===== src/rtl/mips_ext_pkg.sv =====
// Shared immediate/shamt extension definitions for the MIPS datapath.
// ext_apply works on maximum-width vectors so any legal DATA_W/IMM_W/SA_W combination can use it.
package mips_ext_pkg;

    localparam int EXT_MAX_DATA_W = 64;
    localparam int EXT_MAX_IMM_W  = 32;
    localparam int EXT_MAX_SA_W   = 16;

    typedef enum logic [2:0] {
        EXT_ZERO    = 3'd0,
        EXT_SIGN    = 3'd1,
        EXT_LUI     = 3'd2,
        EXT_BRANCH  = 3'd3,
        EXT_SA_ZERO = 3'd4,
        EXT_SA_SIGN = 3'd5
    } ext_mode_t;

    function automatic logic ext_is_reserved(input ext_mode_t mode);
        return (mode > EXT_SA_SIGN);
    endfunction

    // Fields are masked to their real widths first, so stray upper input bits never leak into the result.
    function automatic logic [EXT_MAX_DATA_W-1:0] ext_apply(
        input ext_mode_t                 mode,
        input logic [EXT_MAX_IMM_W-1:0]  imm,
        input logic [EXT_MAX_SA_W-1:0]   sa,
        input int                        data_w,
        input int                        imm_w,
        input int                        sa_w
    );
        logic [EXT_MAX_DATA_W-1:0] imm_mask;
        logic [EXT_MAX_DATA_W-1:0] sa_mask;
        logic [EXT_MAX_DATA_W-1:0] data_mask;
        logic [EXT_MAX_DATA_W-1:0] imm_z;
        logic [EXT_MAX_DATA_W-1:0] imm_s;
        logic [EXT_MAX_DATA_W-1:0] sa_z;
        logic [EXT_MAX_DATA_W-1:0] sa_s;
        logic [EXT_MAX_DATA_W-1:0] res;

        imm_mask  = (64'd1 << imm_w) - 64'd1;
        sa_mask   = (64'd1 << sa_w) - 64'd1;
        data_mask = (64'd1 << data_w) - 64'd1;

        imm_z = EXT_MAX_DATA_W'(imm) & imm_mask;
        sa_z  = EXT_MAX_DATA_W'(sa) & sa_mask;
        imm_s = (((imm_z >> (imm_w - 1)) & 64'd1) != 64'd0) ? (imm_z | ~imm_mask) : imm_z;
        sa_s  = (((sa_z >> (sa_w - 1)) & 64'd1) != 64'd0) ? (sa_z | ~sa_mask) : sa_z;

        res = '0;
        case (mode)
            EXT_ZERO:    res = imm_z;
            EXT_SIGN:    res = imm_s;
            EXT_LUI:     res = imm_z << (data_w - imm_w);
            EXT_BRANCH:  res = imm_s << 2;
            EXT_SA_ZERO: res = sa_z;
            EXT_SA_SIGN: res = sa_s;
            default:     res = '0;
        endcase
        return res & data_mask;
    endfunction

endpackage


===== src/rtl/skid_buf.sv =====
// Generic two-entry valid/ready register slice; in_ready depends only on registered state.
module skid_buf #(
    parameter int W = 33
) (
    input  logic         clk,
    input  logic         rst,
    input  logic         in_valid,
    output logic         in_ready,
    input  logic [W-1:0] in_data,
    output logic         out_valid,
    input  logic         out_ready,
    output logic [W-1:0] out_data
);

    logic         main_valid, main_valid_nxt;
    logic [W-1:0] main_data, main_data_nxt;
    logic         skid_valid, skid_valid_nxt;
    logic [W-1:0] skid_data, skid_data_nxt;
    logic         accept;
    logic         xfer;

    assign in_ready  = !skid_valid;
    assign out_valid = main_valid;
    assign out_data  = main_data;
    assign accept    = in_valid && !skid_valid;
    assign xfer      = main_valid && out_ready;

    // Skid only fills while main is stalled, so a freed main always takes skid before any new input.
    always_comb begin
        main_valid_nxt = main_valid;
        main_data_nxt  = main_data;
        skid_valid_nxt = skid_valid;
        skid_data_nxt  = skid_data;
        if (xfer || !main_valid) begin
            if (skid_valid) begin
                main_valid_nxt = 1'b1;
                main_data_nxt  = skid_data;
                skid_valid_nxt = 1'b0;
            end else begin
                main_valid_nxt = accept;
                if (accept) begin
                    main_data_nxt = in_data;
                end
            end
        end else if (accept) begin
            skid_valid_nxt = 1'b1;
            skid_data_nxt  = in_data;
        end
    end

    always_ff @(posedge clk) begin
        if (rst) begin
            main_valid <= 1'b0;
            main_data  <= '0;
            skid_valid <= 1'b0;
            skid_data  <= '0;
        end else begin
            main_valid <= main_valid_nxt;
            main_data  <= main_data_nxt;
            skid_valid <= skid_valid_nxt;
            skid_data  <= skid_data_nxt;
        end
    end

endmodule


===== src/rtl/imm_ext_pipe.sv =====
// Registered immediate/shift-amount extender: combinational ext_apply feeding a two-entry skid buffer.
module imm_ext_pipe
    import mips_ext_pkg::*;
#(
    parameter int DATA_W = 32,
    parameter int IMM_W  = 16,
    parameter int SA_W   = 5
) (
    input  logic              clk,
    input  logic              rst,
    input  logic              in_valid,
    output logic              in_ready,
    input  logic [2:0]        in_mode,
    input  logic [IMM_W-1:0]  in_imm,
    input  logic [SA_W-1:0]   in_sa,
    output logic              out_valid,
    input  logic              out_ready,
    output logic [DATA_W-1:0] out_data,
    output logic              out_err
);

    generate
        if (DATA_W < IMM_W + 2 || DATA_W < SA_W || DATA_W > EXT_MAX_DATA_W ||
            IMM_W > EXT_MAX_IMM_W || SA_W > EXT_MAX_SA_W) begin : g_bad_params
            $error("imm_ext_pipe: illegal DATA_W/IMM_W/SA_W combination");
        end
    endgenerate

    ext_mode_t         mode;
    logic [DATA_W-1:0] ext_data;
    logic              ext_err;
    logic [DATA_W:0]   buf_out;

    assign mode     = ext_mode_t'(in_mode);
    assign ext_data = DATA_W'(ext_apply(mode, EXT_MAX_IMM_W'(in_imm), EXT_MAX_SA_W'(in_sa),
                                        DATA_W, IMM_W, SA_W));
    assign ext_err  = ext_is_reserved(mode);

    skid_buf #(
        .W(DATA_W + 1)
    ) u_skid_buf (
        .clk       (clk),
        .rst       (rst),
        .in_valid  (in_valid),
        .in_ready  (in_ready),
        .in_data   ({ext_err, ext_data}),
        .out_valid (out_valid),
        .out_ready (out_ready),
        .out_data  (buf_out)
    );

    assign out_err  = buf_out[DATA_W];
    assign out_data = buf_out[DATA_W-1:0];

endmodule


===== config.mk =====
export PLATFORM = sky130hd
export DESIGN_NAME = imm_ext_pipe
export DESIGN_NICKNAME = d
export VERILOG_FILES = /design/src/rtl/mips_ext_pkg.sv /design/src/rtl/skid_buf.sv /design/src/rtl/imm_ext_pipe.sv
export SDC_FILE = /design/constraint.sdc
export NUM_CORES = 1
export LEC_CHECK = 0
export CORE_UTILIZATION = 25
export DETAILED_ROUTE_END_ITERATION = 10
export PLACE_DENSITY = 0.55
export SLEW_MARGIN = 20
export SYNTH_ARGS = -nofsm -noshare
export SYNTH_HDL_FRONTEND = slang
export SYNTH_HIERARCHICAL = 1
export SYNTH_SLANG_ARGS = --single-unit

===== constraint.sdc =====
create_clock -name clk -period 1.2 [get_ports clk]
set_input_delay 0.12 -clock clk [delete_from_list [all_inputs] [get_ports clk]]
set_output_delay 0.12 -clock clk [all_outputs]
set_load 0.01 [all_outputs]

After elaboration in Yosys (flattened, before gate mapping)
Cells that the tools add are included.
{"block": "totals", "ff_bits": 68, "in_bits": 28, "output_inout_bits": 35, "elab_cells": 27}
{"block": "op_classes", "order_cmp": 1, "eq_ne": 5, "n_mux": 6, "bitwise_logic": 1, "reduce_logical": 10}
{"cell": "$pmux W32 S6", "n": 1}
{"cell": "$mux W33", "n": 2}
{"cell": "$mux W32", "n": 2}
{"cell": "$eq A3 B2 Y1 const B", "n": 2}
{"cell": "$eq A3 B3 Y1 const B", "n": 2}
{"cell": "$reduce_and A2 Y1", "n": 2}
{"cell": "$eq A3 B1 Y1 const B", "n": 1}
{"cell": "$gt A3 B3 Y1 const B", "n": 1}
{"cell": "$logic_not A3 Y1", "n": 1}
{"cell": "$logic_and A1 B1 Y1", "n": 2}
{"cell": "$logic_not A1 Y1", "n": 2}
{"cell": "$reduce_bool A2 Y1", "n": 1}
{"cell": "$reduce_or A2 Y1", "n": 1}
{"cell": "$logic_or A1 B1 Y1", "n": 1}
{"cell": "$mux W1", "n": 1}
{"cell": "$not A1 Y1", "n": 1}

Longest topological paths before layout
{"block": "logic_depth", "ltp_word": 4, "ltp_mapped": 6, "mapped_depth_nobuf": 4}

Modules after synthesis
Netlist, hierarchy kept.
{"module": "skid_buf", "instances": 1, "cells_each": 307, "area_each_um2": 2905.3, "seq_area_each_um2": 1361.3}
{"module": "imm_ext_pipe", "instances": 1, "cells_each": 62, "area_each_um2": 534.3, "seq_area_each_um2": 0.0}

Least setup slack after synthesis
Ideal clock, no wire load.
{"block": "synth_path", "kind": "register to register", "startpoint": "register u_skid_buf.skid_valid", "endpoint": "register u_skid_buf.main_data[0] (netlist: u_skid_buf/out_data[0])", "setup_ns": 0.081, "arrival_ns": 1.193, "required_ns": 1.119, "setup_slack_ns": -0.075, "stages_incl_launch_ff": 7, "path_buffers": 3, "synth_period_minus_slack_ns": 1.275, "cell_sequence": "dfxtp_1 or2_1 buf_2 and2_4 buf_6 buf_6 a211oi_2"}
{"block": "synth_via", "elab_chain_len": 4, "word_cells_on_any_way": 5, "classes_between": "1 x mux; 4 x reduce/logical"}
{"item": "from (decl)", "line": "skid_buf.sv:17", "text": "logic skid_valid, skid_valid_nxt;"}
{"item": "from (signal assigned)", "line": "skid_buf.sv:60", "text": "skid_valid <= skid_valid_nxt;"}
{"item": "$logic_not A1 Y1", "line": "skid_buf.sv:25", "text": "assign accept = in_valid && !skid_valid;"}
{"item": "$logic_and A1 B1 Y1", "line": "skid_buf.sv:25"}
{"item": "$reduce_bool A2 Y1 (no source line)"}
{"item": "$reduce_and A2 Y1 (no source line)"}
{"item": "to (signal assigned)", "line": "skid_buf.sv:59", "text": "main_data <= main_data_nxt;"}
{"item": "to (decl)", "line": "skid_buf.sv:16", "text": "logic [W-1:0] main_data, main_data_nxt;"}
Parallel ways exist; a longest one is shown, timed or not.
A chain may end at the register's enable or synchronous reset.

Worst setup path in the final report
{"block": "layout_path", "startpoint": "register u_skid_buf.skid_valid", "endpoint": "register u_skid_buf.skid_data[26]"}
{"block": "layout_via", "elab_chain_len": 3}
{"item": "$logic_not A1 Y1", "line": "skid_buf.sv:25"}
{"item": "$logic_and A1 B1 Y1", "line": "skid_buf.sv:25"}
{"item": "$reduce_and A2 Y1 (no source line)"}
{"item": "to (signal assigned)", "line": "skid_buf.sv:61", "text": "skid_data <= skid_data_nxt;"}
{"item": "to (decl)", "line": "skid_buf.sv:18", "text": "logic [W-1:0] skid_data, skid_data_nxt;"}
Every way passes these cells.

==> metrics.yaml <==
startpoint_type: "flop"
routedWlPerCell_um: 18.16
worstHoldPathType: "in -> reg"
num_vias: 3148
total_power_mw: 6.223
peakVddDrop_mv: 0.6796
crit_path_cell_trace: "buf_12, nor4bb_4, buf_4, clkbuf_16, nand2_1, a21oi_1"
die_y_um: 119.3
r2r_setup_slack_ps: -200
drv_cap: 0
clk_pin_slew_ps: 60
rsz0062_at_grt: "true"
worst_hold_path.endpoint: "u_skid_buf/skid_data[7]"
worstPathRequired_ps: 1460
setup_viol: 65
clkLatencyLatePin_ps: 340
cp.depth: 6
grt_max_degree: 36
cts_tree: "yes"
grtUsageTotal_pct: 15.60
clock-root-buffer: "clkbuf_16"
crit_family: "buffers and inverters"
p_leak_nw: 1.924
min_period_ps: 1400
drt_iter0_drc: 235
crit_arrival_ps: 1660
ys_ff_latch: 68
first_pass_iters: 4
outcome: "finished, violations left"
final_net_count: 480
routed_wl_um: 11460
final_cells: 631
cp_slowest_cell: "dfxtp_4"
diodes: 0
finClkSkew_ps: 6.002
reg2reg_depth: 6
fmax_mhz: 714.2
yosysWarningCount: 6
cts_made_buffers: 9
netlist_area_mm2: 0.003440
hpwl_um: 6761
postLayoutCoreUtil_pct: 39.08
viasPerCell: 4.989
drc: 0
cp-end-kind: "flop"
p_per_area_mw_per_mm2: 1193
finalHoldViolations: 0
dieArea_mm2: 0.01423
slowest_delay_ps: 360
whs_ps: 238.9
drtAntennaViolNets: 0
dr_wl_met2_um: 5595
wl_met1_um: 5181
core_mm2: 0.01335
avgSynthCellArea_um2: 9.321
r2r_end: "u_skid_buf/skid_data[26]"
grt_pass1_vias: 3044
grt_overflow_total: 0
synth_nets: 397
relSlewSlack_pct: 80.10
ys_types: 28
period_share_pct: 116.7
htree_num_levels: 3
finalWorstSetupSlack_ps: -200.2
io_pins: 63
crit_buf_inv: 3
drive_gt1_share_pct: 36.48
clockBufferDepth: 2
yosysSeqAreaShare_pct: 39.58
area_growth_pct: 51.66
final_common_cell: "dfxtp_1"
timing.rr.start: "u_skid_buf/skid_valid"
worstSetupPathType: "reg -> reg"
initial_utilization_pct: 25.77
hold_start: "rst"
tightest_slew_ps: 298.5
die_w_um: 119.3
portBuffers: 62
critPathMaxFanout: 8
gp_congestion: 0.8001
holdPathStages: 3
num_rows: 42
final_cell_mix: "dfxtp_1, nand2_1, a21oi_1"
wl_met3_um: 518
highest_layer: "met4"
antenna_found_initial: 0
slew_viol_final: 0
grt_first_pass_wirelength_um: 16970
finalSetupTns_ps: -7257
dp_cells: 597
violations: "negative setup slack"
synth_cells: 369
cts_sinks: 68
area by class of cell:
| cell class | instances | area (um2) |
|---|---|---|
| clock buffer | 13 | 270.3 |
| clock inverter | 1 | 7.507 |
| fill | 1349 | 8132 |
| inverter | 2 | 7.507 |
| multi-input combinational | 258 | 2113 |
| sequential | 68 | 1366 |
| tap | 176 | 220.2 |
| timing repair buffer | 113 | 1231 |
power by group:
| part | internal (mW) | switching, mW | total, mW |
|---|---|---|---|
| registers | 2.37 | 0.0732 | 2.44 |
| clock network | 1.54 | 0.967 | 2.51 |
| logic | 0.616 | 0.652 | 1.27 |
worst min-delay path, delay by kind of cell:
family | cells | cell delay [ps]
compound gates | 1 | 110
buf+inv | 2 | 310
how the worst max path moves through the flow:
stage / from / to / slack [ps]
final: u_skid_buf/skid_valid / u_skid_buf/skid_data[26] / -200
after global routing: u_skid_buf/skid_valid / u_skid_buf/skid_data[12] / -230
after CTS: u_skid_buf/skid_valid / u_skid_buf/skid_data[16] / -130
after detailed placement: in_mode[2] / u_skid_buf/out_data[15] / -780
after global placement: in_mode[2] / u_skid_buf/out_data[15] / -770
after floorplan: u_skid_buf/skid_valid / u_skid_buf/out_data[0] / -50
Yosys cell counts:
cell	number	share of area [%]
nand2_1	69	7.5
o22ai_1	3	0.55
inv_1	2	0.22
nor2b_1	2	0.36
mux2_1	2	0.65
buf_6	9	2.9
and2_4	1	0.25
a21oi_1	67	9.7
nor3_1	1	0.15
nor2_2	1	0.18
dfxtp_1	68	40
and4b_1	1	0.29
and2_1	1	0.18
a32o_1	1	0.29
buf_2	14	2.0
nand4bb_1	1	0.33
buf_4	5	1.1
mux2i_1	38	11
nand2b_1	2	0.36
clkbuf_1	15	1.6
and3b_1	1	0.25
a211oi_2	30	11
nor2_1	3	0.33
a221o_1	26	7.6
nor3b_2	1	0.36
a211oi_1	3	0.65
nor4bb_1	1	0.29
or2_1	1	0.18
timing repair:
item	CTS	global route
resized for setup	99	51
cloned	4	5
buffers inserted	7	6
pin swaps	10	32
endpoints found under the setup margin	101	68
hold buffers	0	0
cells by family (layout without fill, tap and decap cells):
| logic type | Yosys count | count (layout) | share of synthesized area, % |
|---|---|---|---|
| mux | 40 | 40 | 11.71 |
| buf+inv | 45 | 129 | 7.930 |
| compound gates | 130 | 130 | 29.72 |
| flops | 68 | 68 | 39.58 |
| simple gates | 86 | 88 | 11.06 |
per-stage QoR:
stage	setup slack (ps)	instance area, um2
2_1_floorplan	-52.70	3468
3_3_place_gp	-772.8	4362
3_5_place_dp	-777.2	4362
4_1_cts	-131.0	4925
5_1_grt	-233.8	5216
6_report	-200.2	5216
layer usage:
metal  up-vias  track usage (%)
met4         0            4.453
met3        11            3.736
met5         -                0
li1       1510                -
met2        77            25.69
met1      1550            20.19
flip-flops by register name (all words and copies together) (netlist names):
signal,flops
u_skid_buf/skid_valid,1
u_skid_buf/skid_data,33
u_skid_buf/out_data,33
u_skid_buf/out_valid,1
(Power assumes the default switching activity.)
